--- src/rtl/exe_muldiv_ctrl.sv ---
// exe_muldiv_ctrl: iterative RV32M multiply/divide sequencer with pipeline stall and kill abort.
// Shift-add multiply and restoring divide share one accumulator; signs are restored at completion.
module exe_muldiv_ctrl #(
    parameter int ARCH_LEN = 32
) (
    input  logic                clk,
    input  logic                rst,
    input  logic                req_valid_in,
    input  logic [2:0]          req_func3_in,
    input  logic [ARCH_LEN-1:0] req_op1_in,
    input  logic [ARCH_LEN-1:0] req_op2_in,
    input  logic                kill_in,
    output logic                stall_out,
    output logic                busy_out,
    output logic                result_valid_out,
    output logic [ARCH_LEN-1:0] result_out
);
    localparam int L  = ARCH_LEN;
    localparam int CW = $clog2(ARCH_LEN);

    typedef enum logic [1:0] {IDLE, RUN, DONE} state_t;
    state_t state, state_nxt;

    logic [CW-1:0] count;
    logic [2:0]    func3;
    logic          neg1, neg2;
    logic [L-1:0]  opb;
    logic [2*L:0]  acc, acc_nxt, mul_nxt, div_nxt;

    logic          accept, special, last, div_zero, ovf;
    logic          s1, s2, n1_in, n2_in, div_neg;
    logic [L-1:0]  mag1, mag2, special_res, fin_res, quo, rem;
    logic [L:0]    mul_sum, div_sh;
    logic [L+1:0]  div_diff;
    logic [2*L-1:0] prod, sprod;

    always_comb begin
        accept      = (state == IDLE) & req_valid_in & ~kill_in;
        s1          = (req_func3_in[2] & ~req_func3_in[0]) | (~req_func3_in[2] & (req_func3_in[1] ^ req_func3_in[0]));
        s2          = (req_func3_in == 3'b001) | (req_func3_in[2] & ~req_func3_in[0]);
        n1_in       = s1 & req_op1_in[L-1];
        n2_in       = s2 & req_op2_in[L-1];
        mag1        = n1_in ? -req_op1_in : req_op1_in;
        mag2        = n2_in ? -req_op2_in : req_op2_in;
        div_zero    = req_op2_in == '0;
        ovf         = req_func3_in[2] & ~req_func3_in[0] & (req_op1_in == {1'b1, {(L-1){1'b0}}}) & (&req_op2_in);
        special     = req_func3_in[2] & (div_zero | ovf);
        special_res = div_zero ? (req_func3_in[1] ? req_op1_in : '1) : (req_func3_in[1] ? '0 : req_op1_in);
        // multiply: conditionally add multiplicand to the high half, then shift the whole product right
        mul_sum     = {1'b0, acc[2*L-1:L]} + (acc[0] ? {1'b0, opb} : '0);
        mul_nxt     = {1'b0, mul_sum, acc[L-1:1]};
        // divide: partial remainder in the high half, dividend shifting out / quotient shifting in below
        div_sh      = {acc[2*L-1:L], acc[L-1]};
        div_diff    = {1'b0, div_sh} - {2'b0, opb};
        div_neg     = div_diff[L+1];
        div_nxt     = {div_neg ? div_sh : div_diff[L:0], acc[L-2:0], ~div_neg};
        acc_nxt     = func3[2] ? div_nxt : mul_nxt;
        prod        = acc_nxt[2*L-1:0];
        sprod       = (neg1 ^ neg2) ? -prod : prod;
        quo         = acc_nxt[L-1:0];
        rem         = acc_nxt[2*L-1:L];
        fin_res     = func3[2] ? (func3[1] ? (neg1 ? -rem : rem) : ((neg1 ^ neg2) ? -quo : quo))
                               : ((func3[1:0] == 2'b00) ? sprod[L-1:0] : sprod[2*L-1:L]);
        last        = count == CW'(ARCH_LEN - 1);
        state_nxt   = kill_in ? IDLE :
                      (state == IDLE) ? (accept ? (special ? DONE : RUN) : IDLE) :
                      (state == RUN)  ? (last ? DONE : RUN) : IDLE;
        stall_out        = ~kill_in & (accept | (state == RUN));
        busy_out         = state != IDLE;
        result_valid_out = (state == DONE) & ~kill_in;
    end

    always_ff @(posedge clk or posedge rst) begin
        if (rst) begin
            state      <= IDLE;
            count      <= '0;
            func3      <= '0;
            neg1       <= 1'b0;
            neg2       <= 1'b0;
            opb        <= '0;
            acc        <= '0;
            result_out <= '0;
        end else begin
            state <= state_nxt;
            if (accept) begin
                func3 <= req_func3_in;
                neg1  <= n1_in;
                neg2  <= n2_in;
                opb   <= mag2;
                acc   <= {{(L+1){1'b0}}, mag1};
                count <= '0;
                if (special)
                    result_out <= special_res;
            end else if (state == RUN) begin
                acc   <= acc_nxt;
                count <= count + 1'b1;
                if (last && !kill_in)
                    result_out <= fin_res;
            end
        end
    end
endmodule

--- config.mk ---
export PLATFORM = sky130hd
export DESIGN_NAME = exe_muldiv_ctrl
export DESIGN_NICKNAME = d
export VERILOG_FILES = /design/src/rtl/exe_muldiv_ctrl.sv
export SDC_FILE = /design/constraint.sdc
export NUM_CORES = 1
export LEC_CHECK = 0
export BUFFER_PORTS_ARGS = -buffer_cell sky130_fd_sc_hd__clkbuf_2
export CAP_MARGIN = 20
export CORE_ASPECT_RATIO = 1.4
export CORE_MARGIN = 5
export CORE_UTILIZATION = 25
export CTS_BUF_LIST = sky130_fd_sc_hd__clkbuf_2 sky130_fd_sc_hd__clkbuf_4 sky130_fd_sc_hd__clkbuf_8
export DETAILED_ROUTE_END_ITERATION = 6
export GPL_ROUTABILITY_DRIVEN = 0
export GPL_TIMING_DRIVEN = 0
export PLACE_DENSITY = 0.43
export SYNTH_ARGS = -nofsm -noshare
export SYNTH_HDL_FRONTEND = slang
export SYNTH_SLANG_ARGS = --single-unit
--- constraint.sdc ---
create_clock -name clk -period 11.4 [get_ports clk]
set_clock_uncertainty 0.05 [all_clocks]
set_input_delay 3.42 -clock clk [delete_from_list [all_inputs] [get_ports clk]]
set_output_delay 3.42 -clock clk [all_outputs]
set_load 0.01 [all_outputs]
==> flow_metrics.env <==
export IMPL_status="completed"
export IMPL_core_area_um2=61800
export IMPL_cp_arrival_ns=5.87
export IMPL_netlist_instances=2050
export IMPL_placedCellCount=2984
export IMPL_drive_above_1_share=0.103
export IMPL_clock_sinks=140
export IMPL_p_seq_frac=0.189
export IMPL_clock_latency_ns=0.56
export IMPL_vias=16900
export IMPL_initial_core_util=0.251
export IMPL_ios=106
export IMPL_setup_tns_ns=0
export IMPL_cts_hold_buf=0
export IMPL_final_hold_violation_count=0
export IMPL_netlist_area_um2=15500
export IMPL_syn2layout_area_growth_pct=13.3
export IMPL_cts_resized=0
export IMPL_overflow=0
export IMPL_die_area_um2=67300
export IMPL_clk_path_buf_depth=2
export IMPL_grt_pass1_wl_mm=112
export IMPL_p_clk_frac=0.109
export IMPL_path_class="primary input to primary output"
export IMPL_dr_pass1_iters=5
export IMPL_critPathMaxFanout=10
export IMPL_cts_max_level=4
export IMPL_port_buffers=104
export IMPL_final_cells=3019
export IMPL_cts_root_buf="clkbuf_8"
export IMPL_fin_crit_ns=9.34
export IMPL_fin_nets=2325
export IMPL_final_antenna_net_count=0
export IMPL_power_density_nw_per_um2=249
export IMPL_slew_viol_final=0
export IMPL_p_int_mw=1.89
export IMPL_r2r_start="func3[2]"
export IMPL_synth_edf_count=0
export IMPL_die_height_um=305
export IMPL_crit_required_ns=7.93
export IMPL_drcViolationCount=0
export IMPL_ys_ff_latch=140
export IMPL_ir_worst_vdd_v=0.0000981
export IMPL_routed_wl_mm=75.8
export IMPL_startpoint="kill_in"
export IMPL_critPathMaxStageDelay_ns=0.62
export IMPL_routed_via_density=5.61
export IMPL_post_cts_buffers=0
export IMPL_finalSetupViolations=0
export IMPL_syn_area_per_cell_um2=7.57
export IMPL_p_leak_nw=7.05
export IMPL_pwr_share_comb=0.702
export IMPL_crit_chain="clkbuf_2, nor4b_1, clkbuf_1, nor2_1, clkbuf_1, nor2_1, clkbuf_2"
export IMPL_hold_start="result_out[15]"
export IMPL_syn_nets=2195
export IMPL_p_sw_frac=0.569
export IMPL_ys_seq_area_frac=0.226
export IMPL_routedWlPerCell_um=25.1
export IMPL_cp_start_kind="primary input"
export IMPL_cts_buffers=17
export IMPL_min_path_type="flop to flop"
export IMPL_grt_pass1_vias=17300
export IMPL_synthDistinctLibCells=100
export IMPL_cpMaxStageDelayCell="nor4b_1"
export IMPL_fp_row_count=108
export IMPL_tightest_slew_ns=1.26
export IMPL_antenna_found_initial=2
export IMPL_grt_util_all_layers=0.221
export IMPL_fp_dieW_um=221
export IMPL_first_iter_violations=1364
export IMPL_slew_headroom=0.162
export IMPL_grt_max_degree=87
export IMPL_yosys_most_used_dff="dfrtp_1"
export IMPL_max_cap_violations=0
export IMPL_place_hpwl_mm=62.0
export IMPL_power_switching_mw=2.49
export IMPL_async_flop_share=1.00
export IMPL_synth_warnings=0
export IMPL_fmaxAchievable_mhz=107
export IMPL_rsz0062_at_grt="false"
export IMPL_cts_tree="built"
export IMPL_crit_path_end_kind="primary output"
export IMPL_clk_pin_slew_worst_paths_ns=0.09
export IMPL_post_route_period_util=0.819
cells in the mapped netlist (17+ instances only):
cell	instances	area share
nand2_1	234	0.057
clkbuf_1	93	0.022
a211oi_1	24	0.012
ha_1	72	0.058
and2_1	51	0.021
o211ai_1	21	0.010
nor4_1	17	0.0068
nand3_1	67	0.022
nor3_1	56	0.018
inv_1	59	0.014
xnor2_1	78	0.044
o31ai_1	27	0.013
buf_2	20	0.0064
o221ai_1	35	0.020
nand4_1	33	0.013
mux2i_1	42	0.027
maj3_1	25	0.016
a21oi_1	152	0.049
dfrtp_1	140	0.23
a31oi_1	39	0.016
xor2_1	96	0.054
or3_1	20	0.0081
o21ai_0	164	0.053
a21o_1	19	0.0092
nor2_1	164	0.040
power groups by stage:
stage / combinational [mW] / clock, mW / sequential, mW
2_1_floorplan: 2.15 / 0 / 0.727
3_3_place_gp: 2.99 / 0 / 0.835
3_5_place_dp: 2.99 / 0 / 0.836
4_1_cts: 3.02 / 0.487 / 0.826
5_1_grt: 3.34 / 0.501 / 0.841
6_report: 3.07 / 0.478 / 0.828
state kept, by name, summed over array words and instances, names as in the netlist:
name and cells:
acc 64, count 5, func3 3, neg1 1, neg2 1, opb 32, result_out 32, state 2
through the flow:
step / setup slack (ns) / cell area [um2] / hold slack [ns] / util / power (mW)
after floorplan: 3.32 / 15500 / 0.413 / - / 2.88
after global placement: 1.73 / 17100 / 0.422 / 0.277 / 3.83
after detailed placement: 2.01 / 17200 / 0.417 / 0.278 / 3.83
after CTS: 2.01 / 17600 / 0.441 / 0.285 / 4.33
after global routing: 1.94 / 17600 / 0.470 / 0.285 / 4.68
final: 2.06 / 17600 / 0.438 / 0.285 / 4.38
worst paths after layout:
check	end	slack [ns]	cells past startpoint
setup / recovery	stall_out	2.06	7
max in group asynchronous	acc[54]	7.57	3
setup reg to reg	result_out[2]	2.70	23
hold / removal	result_out[15]	0.44	2
hold reg to reg	result_out[15]	0.44	2
min in group asynchronous	count[1]	2.82	2
critical path: cells and delay by family:
kind / cells / cell delay (ns)
buffers and inverters: 4 / 1.25
AND/OR/NAND/NOR: 3 / 1.19
cells by family after synthesis:
kind of cell / share of synthesized area
AOI/OAI and AO/OA: 0.281
xor gates and xnor gates: 0.0981
adders and majority gates: 0.0767
buffers and inverters: 0.0497
DFF: 0.226
muxes: 0.0307
and+or+nand+nor: 0.238
area by class of cell:
type | count | area (um2)
multi-input cells | 1723 | 11300
plain buffers | 127 | 547
fillers | 6825 | 44200
clock inverters | 15 | 186
flip-flops and latches | 140 | 3500
diodes | 1 | 2.50
well taps | 825 | 1030
clock buffers | 17 | 234
inverters | 60 | 233
repair buffers | 111 | 588
placed cells by master (no fill, tap or decap), types with 58 or more instances in the layout:
master	n
inv_1	58
o21ai_0	164
xnor2_1	78
dfrtp_1	140
nor2_1	164
clkbuf_1	93
ha_1	72
a21oi_1	152
xor2_1	96
nand3_1	67
nand2_1	234
clkbuf_2	104
routing by layer:
layer,vias up,global-route usage,routed length [um]
li1,7848,-,-
met1,8213,0.238,27500
met2,653,0.394,38500
met3,226,0.0269,3440
met4,2,0.158,6320
met5,-,0,13
Power figures use the tool's default switching activity.
